<file path="config.mk">
export PLATFORM = sky130hd
export DESIGN_NAME = video_refresh_sequencer
export DESIGN_NICKNAME = d
export VERILOG_FILES = /design/src/rtl/video_refresh_sequencer.sv
export SDC_FILE = /design/constraint.sdc
export NUM_CORES = 1
export LEC_CHECK = 0
export ABC_AREA = 0
export BUFFER_PORTS_ARGS = -buffer_cell sky130_fd_sc_hd__buf_2
export CAP_MARGIN = 20
export CORE_ASPECT_RATIO = 0.8
export CORE_MARGIN = 3
export CORE_UTILIZATION = 45
export DETAILED_ROUTE_END_ITERATION = 16
export GPL_ROUTABILITY_DRIVEN = 0
export SYNTH_ARGS = -nofsm -noshare
export SYNTH_HDL_FRONTEND = slang
export SYNTH_SLANG_ARGS = --single-unit
</file>
<file path="constraint.sdc">
create_clock -name CLK -period 4.46 [get_ports CLK]
set_clock_uncertainty 0.05 [all_clocks]
set_input_delay 0.446 -clock CLK [delete_from_list [all_inputs] [get_ports CLK]]
set_output_delay 0.446 -clock CLK [all_outputs]
set_load 0.03 [all_outputs]
</file>
<file path="src/rtl/video_refresh_sequencer.sv">
// Purpose : drives the video address counter control pins (ST, LD_n, CT_n, CI_n, UP_n, OE)
//           and generates HSYNC_n/VSYNC_n/BLANK_n and the vertical-retrace interrupt VINT.
// Latency : every output is registered and reflects the counter state of the previous CLK.
// Backpressure: none; free-running raster timing. SCROLL_REQ is latched until the next frame edge.
// Ports   : CLK, RESET_n (sync, active low), SCROLL_REQ, VINT_ACK in; counter controls,
//           syncs, BLANK_n and VINT out.
module video_refresh_sequencer #(
    parameter int WORD_DIV = 16,
    parameter int H_ACTIVE = 72,
    parameter int H_TOTAL  = 92,
    parameter int HS_START = 76,
    parameter int HS_WIDTH = 8,
    parameter int V_ACTIVE = 900,
    parameter int V_TOTAL  = 937,
    parameter int VS_START = 903,
    parameter int VS_WIDTH = 4
) (
    input  logic CLK,
    input  logic RESET_n,
    input  logic SCROLL_REQ,
    input  logic VINT_ACK,
    output logic ST,
    output logic LD_n,
    output logic CT_n,
    output logic CI_n,
    output logic UP_n,
    output logic OE,
    output logic HSYNC_n,
    output logic VSYNC_n,
    output logic BLANK_n,
    output logic VINT
);

    // One spare bit on h/v so the sync end indices always fit.
    localparam int PW = (WORD_DIV > 1) ? $clog2(WORD_DIV) : 1;
    localparam int HW = $clog2(H_TOTAL) + 1;
    localparam int VW = $clog2(V_TOTAL) + 1;

    localparam logic [PW-1:0] PIX_LAST = PW'(WORD_DIV - 1);
    localparam logic [HW-1:0] H_LAST   = HW'(H_TOTAL - 1);
    localparam logic [HW-1:0] H_ACT    = HW'(H_ACTIVE);
    localparam logic [HW-1:0] HS_BEG   = HW'(HS_START);
    localparam logic [HW-1:0] HS_END   = HW'(HS_START + HS_WIDTH);
    localparam logic [VW-1:0] V_LAST   = VW'(V_TOTAL - 1);
    localparam logic [VW-1:0] V_ACT    = VW'(V_ACTIVE);
    localparam logic [VW-1:0] V_ACT_M1 = VW'(V_ACTIVE - 1);
    localparam logic [VW-1:0] VS_BEG   = VW'(VS_START);
    localparam logic [VW-1:0] VS_END   = VW'(VS_START + VS_WIDTH);

    typedef enum logic {INIT, RUN} state_t;

    state_t        state;
    logic [PW-1:0] pix_cnt;
    logic [HW-1:0] h_cnt;
    logic [VW-1:0] v_cnt;
    logic          scroll_pend;

    logic word_tick, line_end, frame_edge, active, vint_set;

    assign word_tick  = (pix_cnt == PIX_LAST);
    assign line_end   = word_tick && (h_cnt == H_LAST);
    assign frame_edge = line_end && (v_cnt == V_LAST);
    assign active     = (h_cnt < H_ACT) && (v_cnt < V_ACT);
    // The edge on which v_cnt steps into the first blank line.
    assign vint_set   = line_end && (v_cnt == V_ACT_M1);

    always_ff @(posedge CLK) begin
        if (!RESET_n) begin
            state       <= INIT;
            pix_cnt     <= '0;
            h_cnt       <= '0;
            v_cnt       <= '0;
            scroll_pend <= 1'b0;
            ST          <= 1'b0;
            LD_n        <= 1'b1;
            CT_n        <= 1'b1;
            CI_n        <= 1'b1;
            UP_n        <= 1'b1;
            OE          <= 1'b1;
            HSYNC_n     <= 1'b1;
            VSYNC_n     <= 1'b1;
            BLANK_n     <= 1'b0;
            VINT        <= 1'b0;
        end else begin
            case (state)
                INIT: begin
                    // Preset the address counter to all ones and enable it; the
                    // first counted word then wraps it to address 0.
                    state       <= RUN;
                    pix_cnt     <= '0;
                    h_cnt       <= '0;
                    v_cnt       <= '0;
                    ST          <= 1'b1;
                    LD_n        <= 1'b1;
                    CT_n        <= 1'b1;
                    CI_n        <= 1'b0;
                    UP_n        <= 1'b0;
                    OE          <= 1'b0;
                    HSYNC_n     <= 1'b1;
                    VSYNC_n     <= 1'b1;
                    BLANK_n     <= 1'b0;
                    scroll_pend <= scroll_pend | SCROLL_REQ;
                    if (VINT_ACK) begin
                        VINT <= 1'b0;
                    end
                end
                RUN: begin
                    if (word_tick) begin
                        pix_cnt <= '0;
                        if (h_cnt == H_LAST) begin
                            h_cnt <= '0;
                            v_cnt <= (v_cnt == V_LAST) ? '0 : v_cnt + VW'(1);
                        end else begin
                            h_cnt <= h_cnt + HW'(1);
                        end
                    end else begin
                        pix_cnt <= pix_cnt + PW'(1);
                    end

                    CI_n    <= 1'b0;
                    UP_n    <= 1'b0;
                    OE      <= 1'b0;
                    CT_n    <= ~(word_tick && active);
                    BLANK_n <= active;
                    HSYNC_n <= ~((h_cnt >= HS_BEG) && (h_cnt < HS_END));
                    VSYNC_n <= ~((v_cnt >= VS_BEG) && (v_cnt < VS_END));

                    // frame_edge is the last pixel of a blank line, so the
                    // preset/load never coincides with a count cycle.
                    ST   <= frame_edge && !scroll_pend;
                    LD_n <= ~(frame_edge && scroll_pend);

                    // A request landing on the frame edge is kept for the next frame.
                    if (frame_edge) begin
                        scroll_pend <= SCROLL_REQ;
                    end else if (SCROLL_REQ) begin
                        scroll_pend <= 1'b1;
                    end

                    if (vint_set) begin
                        VINT <= 1'b1;
                    end else if (VINT_ACK) begin
                        VINT <= 1'b0;
                    end
                end
                default: state <= INIT;
            endcase
        end
    end

endmodule

</file>
==> results of run 1 <==
[layout make-up]
| type | instances | area share (%) |
|---|---|---|
| Multi-Input combinational cell | 131 | 45.69 |
| Sequential cell | 33 | 38.29 |
| Clock buffer | 7 | 5.004 |
| Timing Repair Buffer | 13 | 3.771 |
| Tap cell | 40 | 2.901 |
| Inverter | 12 | 2.611 |
| Clock inverter | 1 | 1.740 |
[through the flow]
stage                     std cells  cell area, um2
final                           237            1725
after global routing            237            1725
after CTS                       237            1725
after detailed placement        229            1609
after global placement          229            1609
after floorplan                 188            1570
[per-layer routing]
layer / global-route usage [%] / vias up / share of wire (%)
met4: 4.826 / 0 / 0.55
met3: 4.778 / 2 / 5.7
met2: 23.30 / 30 / 41
met1: 22.30 / 603 / 53
li1: - / 685 / -
met5: 0 / - / 0
[cells in the final DEF (no fill, tap or decap), types with 4 or more instances in the layout]
cell      synthesis  routed
nor3_1            4       4
or4_1             5       5
ha_1              5       5
nand3_1          14      14
dfxtp_1          33      33
inv_1            12      12
o21ai_0           5       5
a21oi_1          19      19
clkbuf_8          0       6
or3_1             8       8
o31ai_1           6       6
nand2_1          17      17
nor2_1           13      13
nand4_1           4       4
buf_2             1      13
xnor2_1           7       7
[report_power, final]
part	total (mW)	switching, mW	internal (mW)
clock	0.282	0.0999	0.182
sequential	0.301	0.00293	0.298
combinational	0.0193	0.0141	0.00519
[kinds of logic after synthesis]
group / Yosys count / share of synthesized area [%]
and+or+nand+nor: 76 / 25.74
AOI/OAI and AO/OA: 42 / 16.02
DFF: 33 / 42.07
buffers and inverters: 24 / 7.728
xor gates and xnor gates: 8 / 4.462
adders and majority gates: 5 / 3.984
[how the worst max path moves through the flow]
stage / from / endpoint / slack [ns] / cells past startpoint
6_report: pix_cnt[0]$_SDFF_PP0_ / v_cnt[5]$_SDFFE_PN0P_ / 2.14 / 5
5_1_grt: pix_cnt[0]$_SDFF_PP0_ / v_cnt[5]$_SDFFE_PN0P_ / 1.92 / 5
4_1_cts: pix_cnt[0]$_SDFF_PP0_ / v_cnt[5]$_SDFFE_PN0P_ / 2.16 / 5
3_5_place_dp: pix_cnt[0]$_SDFF_PP0_ / v_cnt[5]$_SDFFE_PN0P_ / 2.16 / 5
3_3_place_gp: pix_cnt[0]$_SDFF_PP0_ / v_cnt[9]$_SDFFE_PN0P_ / 2.30 / 5
2_1_floorplan: h_cnt[2]$_SDFFE_PN0P_ / VINT$_SDFF_PN0_ / 2.48 / 6
==> reports/results.txt, run 1 <==
status: complete, no violations
Tot Pwr: 0.6022 mW
worst endpoint required time: 4.54 ns
pre-CTS WS: 2.162 ns
area of the multi-input gates: 788.3 um2
Synth warnings: 0
Global Route Usage Sum: 15.84%
share of cells above drive strength 1: 11.17%
LEAKAGE: 0.5685 nW
sequential cell area fraction in the yosys report: 42.07%
Hold Slack: 0.2746 ns
CTS hold repair buffers: 0
max incr delay on CP: 0.62 ns
maximum achievable frequency: 0.4305 GHz
I/O Buffers: 13
initial antenna violation count: 0
largest delay contributor family on the critical path: simple AND/OR/NAND/NOR gates
hold path start: RESET_n
most area-consuming cells after synthesis: dfxtp_1 (42%), a21oi_1 (6.1%), nand3_1 (4.5%)
area added between synthesis and finish: 9.880%
Placeable Area: 3221 um2
CP max FO: 13
setup_tns: 0 ns
Post-synth EDFFs: 0
# diodes: 0
post-detailed-route count of antenna-violating nets: 0
register area: 660.6 um2
die width: 72.05 um
Iter 0 DRT Violations: 64
CP arrival: 2.41 ns
Async SR Flop Fraction: 0%
DP Wirelength: 2293 um
Core Util, Final: 53.57%
Fillers: 317
Top Registers: v_cnt x11, h_cnt x8, pix_cnt x4
Pre-Repair DR Iteration Count: 4
syn nets: 197
vias in the first global route: 1190
post-DR vias/cell: 5.570
Post-Synthesis Cells: 188
clock sinks: 33
setup bufs post-CTS: 0
chip height: 58.84 um
largest net degree at the start of global routing: 15
CTS H-tree depth: 2
RR Startpoint: pix_cnt[0]$_SDFF_PP0_
VDD IR-drop max: 0.2798 mV
relative slew slack: 62.86%
routed vias: 1320
Worst R2R End: v_cnt[5]$_SDFFE_PN0P_
Bufs and invs on worst path: 0
root buf cell: clkbuf_8
slowest CP cell: or3_1
Bufs on Longest Clock Path: 2
Synth Flop Type: dfxtp_1
minimum clock period: 2.323 ns
RSZ-0062 raised after global routing: false
Crit. End Element: flip-flop
Post-Syn Area: 1570 um2
most numerous cell in the Yosys netlist: dfxtp_1
Top reg by flops: v_cnt
maxcap violations: 0
hold endpoint: state$_DFF_P_
Reg2Reg Setup Slack: 2.14 ns
reg2reg path depth: 5
# setup viols final: 0
Core Rows: 18
Setup crit start kind: flip-flop
CTS tree: built
max reg flops: 11
power density cells: 349.0 nW/um2
Post-synth top cells: dfxtp_1 (33), a21oi_1 (19), nand2_1 (17), nand3_1 (14), nor2_1 (13)
clk_lat worst skew: 0.27 ns
first-pass GRT wire length: 5292 um
Overflow after GRT: 0
DRC: 0
Tcrit/Tclk final: 52.08%
TritonCTS Buffers: 5
number of distinct library cells after synthesis: 34
critical path class: reg -> reg
Initial Util: 48.76%
fin. max-slew vios: 0
clock slew at reported path FFs: 0.07 ns
Avg Cell Area, Syn: 8.352 um2
cells along the critical path: ha_1 > nand3_1 > or3_1 > o21ai_1 > a21oi_1
Worst Hold Depth: 1
Fin. Hold Viols: 0
Setup WS post-layout: 2.137 ns
full die area: 4239 um2
wire per inst: 13.04 um
measured slew at the worst slew-check pin: 0.5430 ns
final WL: 3091 um
post-synth top area share: 42.07%
nets: 205
flops & latches, synth: 33
Synth area leader: dfxtp_1
post_cts resized: 0
Worst Hold Class: in -> reg
I/O pin total: 14
(Power assumes the default switching activity.)
==> run 2, diff against run 1 <==
ABC_AREA = 1   (was 0)
PLACE_DENSITY = 0.65   (was default)
clock period = 1.9 ns   (was 4.46 ns; I/O delays follow)
==> reports/results.txt, run 2 <==
# setup viols final: 0
sequential cell area fraction in the yosys report: 37.50%
measured slew at the worst slew-check pin: 0.3802 ns
fin. max-slew vios: 0
Global Route Usage Sum: 17.78%
Synth area leader: dfxtp_1
simple-gate share of the synthesized area: 37.86%
first-pass GRT wire length: 6472 um
commonest cells after routing, fill and taps aside: nand2_1 (63), inv_1 (40), dfxtp_1 (33), nor2_1 (33), nand3_1 (22)
Post-Synthesis Cells: 255
final WL: 3687 um
Fin. Hold Viols: 0
die width: 75.96 um
CTS tree: built
Worst Hold Depth: 1
chip height: 61.97 um
post_cts resized: 0
Worst R2R End: h_cnt[0]$_SDFFE_PN0P_
post-detailed-route count of antenna-violating nets: 0
Pre-Repair DR Iteration Count: 4
Post-Syn Area: 1762 um2
post-synth top area share: 37.50%
Crit. End Element: flip-flop
cells along the critical path: ha_1 > nand3_4 > clkinv_4 > nand3_4 > nand2_4 > nor2_2 > inv_2 > a21oi_1
Tcrit/Tclk final: 87.07%
DRC: 0
Overflow after GRT: 0
Iter 0 DRT Violations: 163
clock slew at reported path FFs: 0.07 ns
Bufs on Longest Clock Path: 2
CP arrival: 1.82 ns
clk_lat worst skew: 0.29 ns
post-synthesis mux area share: 0%
initial antenna violation count: 0
Tot Pwr: 1.453 mW
minimum clock period: 1.654 ns
I/O Buffers: 13
status: complete, no violations
main combinational cell family by area after synthesis: simple AND/OR/NAND/NOR gates
Fillers: 340
Synth Area in XOR/XNOR: 2.486%
area added between synthesis and finish: 12.29%
maxcap violations: 0
wire per inst: 11.34 um
most numerous cell in the Yosys netlist: nand2_1
post-DR vias/cell: 4.880
full die area: 4707 um2
area of the multi-input gates: 889.6 um2
power density cells: 734.4 nW/um2
crit-path most repeated cell: nand3_4
dpl cells: 317
maximum achievable frequency: 0.6045 GHz
Setup crit start kind: flip-flop
CTS hold repair buffers: 0
I/O pin total: 14
relative slew slack: 74.46%
most area-consuming cells after synthesis: dfxtp_1 (38%), nand2_1 (13%), inv_1 (8.5%)
nets: 281
Worst Hold Class: in -> reg
number of distinct library cells after synthesis: 29
Top reg by flops: v_cnt
flops & latches, synth: 33
post-synthesis compound-gate area fraction: 6.605%
RR Startpoint: pix_cnt[0]$_SDFF_PP0_
setup bufs post-CTS: 0
design area: 1978 um2
VDD IR-drop max: 0.3618 mV
routed vias: 1586
max incr delay on CP: 0.32 ns
Synth Flop Type: dfxtp_1
DP Wirelength: 2764 um
hold endpoint: state$_DFF_P_
reg2reg path depth: 8
# diodes: 0
Hold Slack: 0.07607 ns
CTS H-tree depth: 2
commonest non-fill, non-tap cell in the layout: nand2_1
largest delay contributor family on the critical path: simple AND/OR/NAND/NOR gates
max reg flops: 11
Synth warnings: 0
slowest CP cell: dfxtp_1
largest net degree at the start of global routing: 13
LEAKAGE: 0.7909 nW
Core Util, Final: 55.11%
root buf cell: clkbuf_8
Core Rows: 19
Placement Cell Area: 1862 um2
RSZ-0062 raised after global routing: false
Setup WS post-layout: 0.2457 ns
hold path start: RESET_n
TritonCTS Buffers: 5
vias in the first global route: 1394
syn nets: 264
Async SR Flop Fraction: 0%
Avg Cell Area, Syn: 6.909 um2
Placeable Area: 3590 um2
register area: 660.6 um2
Top Registers: v_cnt x11, h_cnt x8, pix_cnt x4
Bufs and invs on worst path: 2
critical path class: reg -> reg
Post-synth EDFFs: 0
Reg2Reg Setup Slack: 0.25 ns
setup_tns: 0 ns
Final Instance Count excl. Fillers: 325
share of cells above drive strength 1: 14.65%
clock sinks: 33
worst endpoint required time: 2.07 ns
Adder-Cell Fraction of Synth Area: 3.551%
Initial Util: 49.08%
CP max FO: 12
Post-synth top cells: nand2_1 (63), inv_1 (40), dfxtp_1 (33), nor2_1 (33), nand3_1 (22)
pre-CTS WS: 0.2704 ns
==> run 2: cell count changes in the layout (fill, tap and decap cells not counted), sizes merged, moves of 3 or more <==
cell	change
nand2	+49
inv	+30
nor2	+27
nand3	+12
or3	-8
a21oi	-7
o31ai	-6
xnor2	-6
or4	-5
o22ai	-3
xor2	+3
==> run 2: cell families (layout without fill, tap and decap cells) <==
group / Yosys count / count (layout)
AOI/OAI and AO/OA: 22 / 22
DFF: 33 / 33
and+or+nand+nor: 142 / 142
buffers and inverters: 48 / 66
adders and majority gates: 5 / 5
xor gates and xnor gates: 5 / 5
==> run 2: cell type report <==
| type | instances | area share, % |
|---|---|---|
| Clock buffer | 7 | 4.364 |
| Multi-Input combinational cell | 174 | 44.97 |
| Sequential cell | 33 | 33.40 |
| Tap cell | 52 | 3.289 |
| Clock inverter | 1 | 1.518 |
| Inverter | 43 | 8.412 |
| Timing Repair Buffer | 15 | 4.048 |
==> run 2: layer usage <==
| metal | part of all wire, % | vias up | GRT usage, % |
|---|---|---|---|
| met4 | 1.8 | 0 | 7.752 |
| met3 | 7.3 | 7 | 4.323 |
| met2 | 38 | 56 | 25.63 |
| met1 | 53 | 699 | 25.51 |
| li1 | - | 824 | - |
| met5 | 0 | - | 0 |
==> run 2: worst max-delay path by stage <==
| stage | cells past startpoint | startpoint | slack, ns | endpoint |
|---|---|---|---|---|
| floorplan | 7 | pix_cnt[0]$_SDFF_PP0_ | 0.48 | h_cnt[7]$_SDFFE_PN0P_ |
| global placement | 8 | pix_cnt[0]$_SDFF_PP0_ | 0.25 | h_cnt[0]$_SDFFE_PN0P_ |
| detailed placement | 8 | pix_cnt[0]$_SDFF_PP0_ | 0.27 | h_cnt[0]$_SDFFE_PN0P_ |
| CTS | 8 | pix_cnt[0]$_SDFF_PP0_ | 0.23 | h_cnt[0]$_SDFFE_PN0P_ |
| global route | 8 | pix_cnt[0]$_SDFF_PP0_ | 0.09 | v_cnt[9]$_SDFFE_PN0P_ |
| finish | 8 | pix_cnt[0]$_SDFF_PP0_ | 0.25 | h_cnt[0]$_SDFFE_PN0P_ |
==> run 2: worst register-to-register path: stages (launching register included) <==
cell and delay, ns:
dfxtp_1 0.32, ha_1 0.25, nand3_4 0.16, clkinv_4 0.09, nand3_4 0.10, nand2_4 0.11, nor2_2 0.28, inv_2 0.10
a21oi_1 0.12
==> run 2: power breakdown <==
group / internal, mW / switching (mW) / leakage, nW / total, mW
Sequential: 0.700 / 0.00538 / 0.268 / 0.705
Combinational: 0.0170 / 0.0459 / 0.465 / 0.0628
Clock: 0.427 / 0.258 / 0.0585 / 0.685
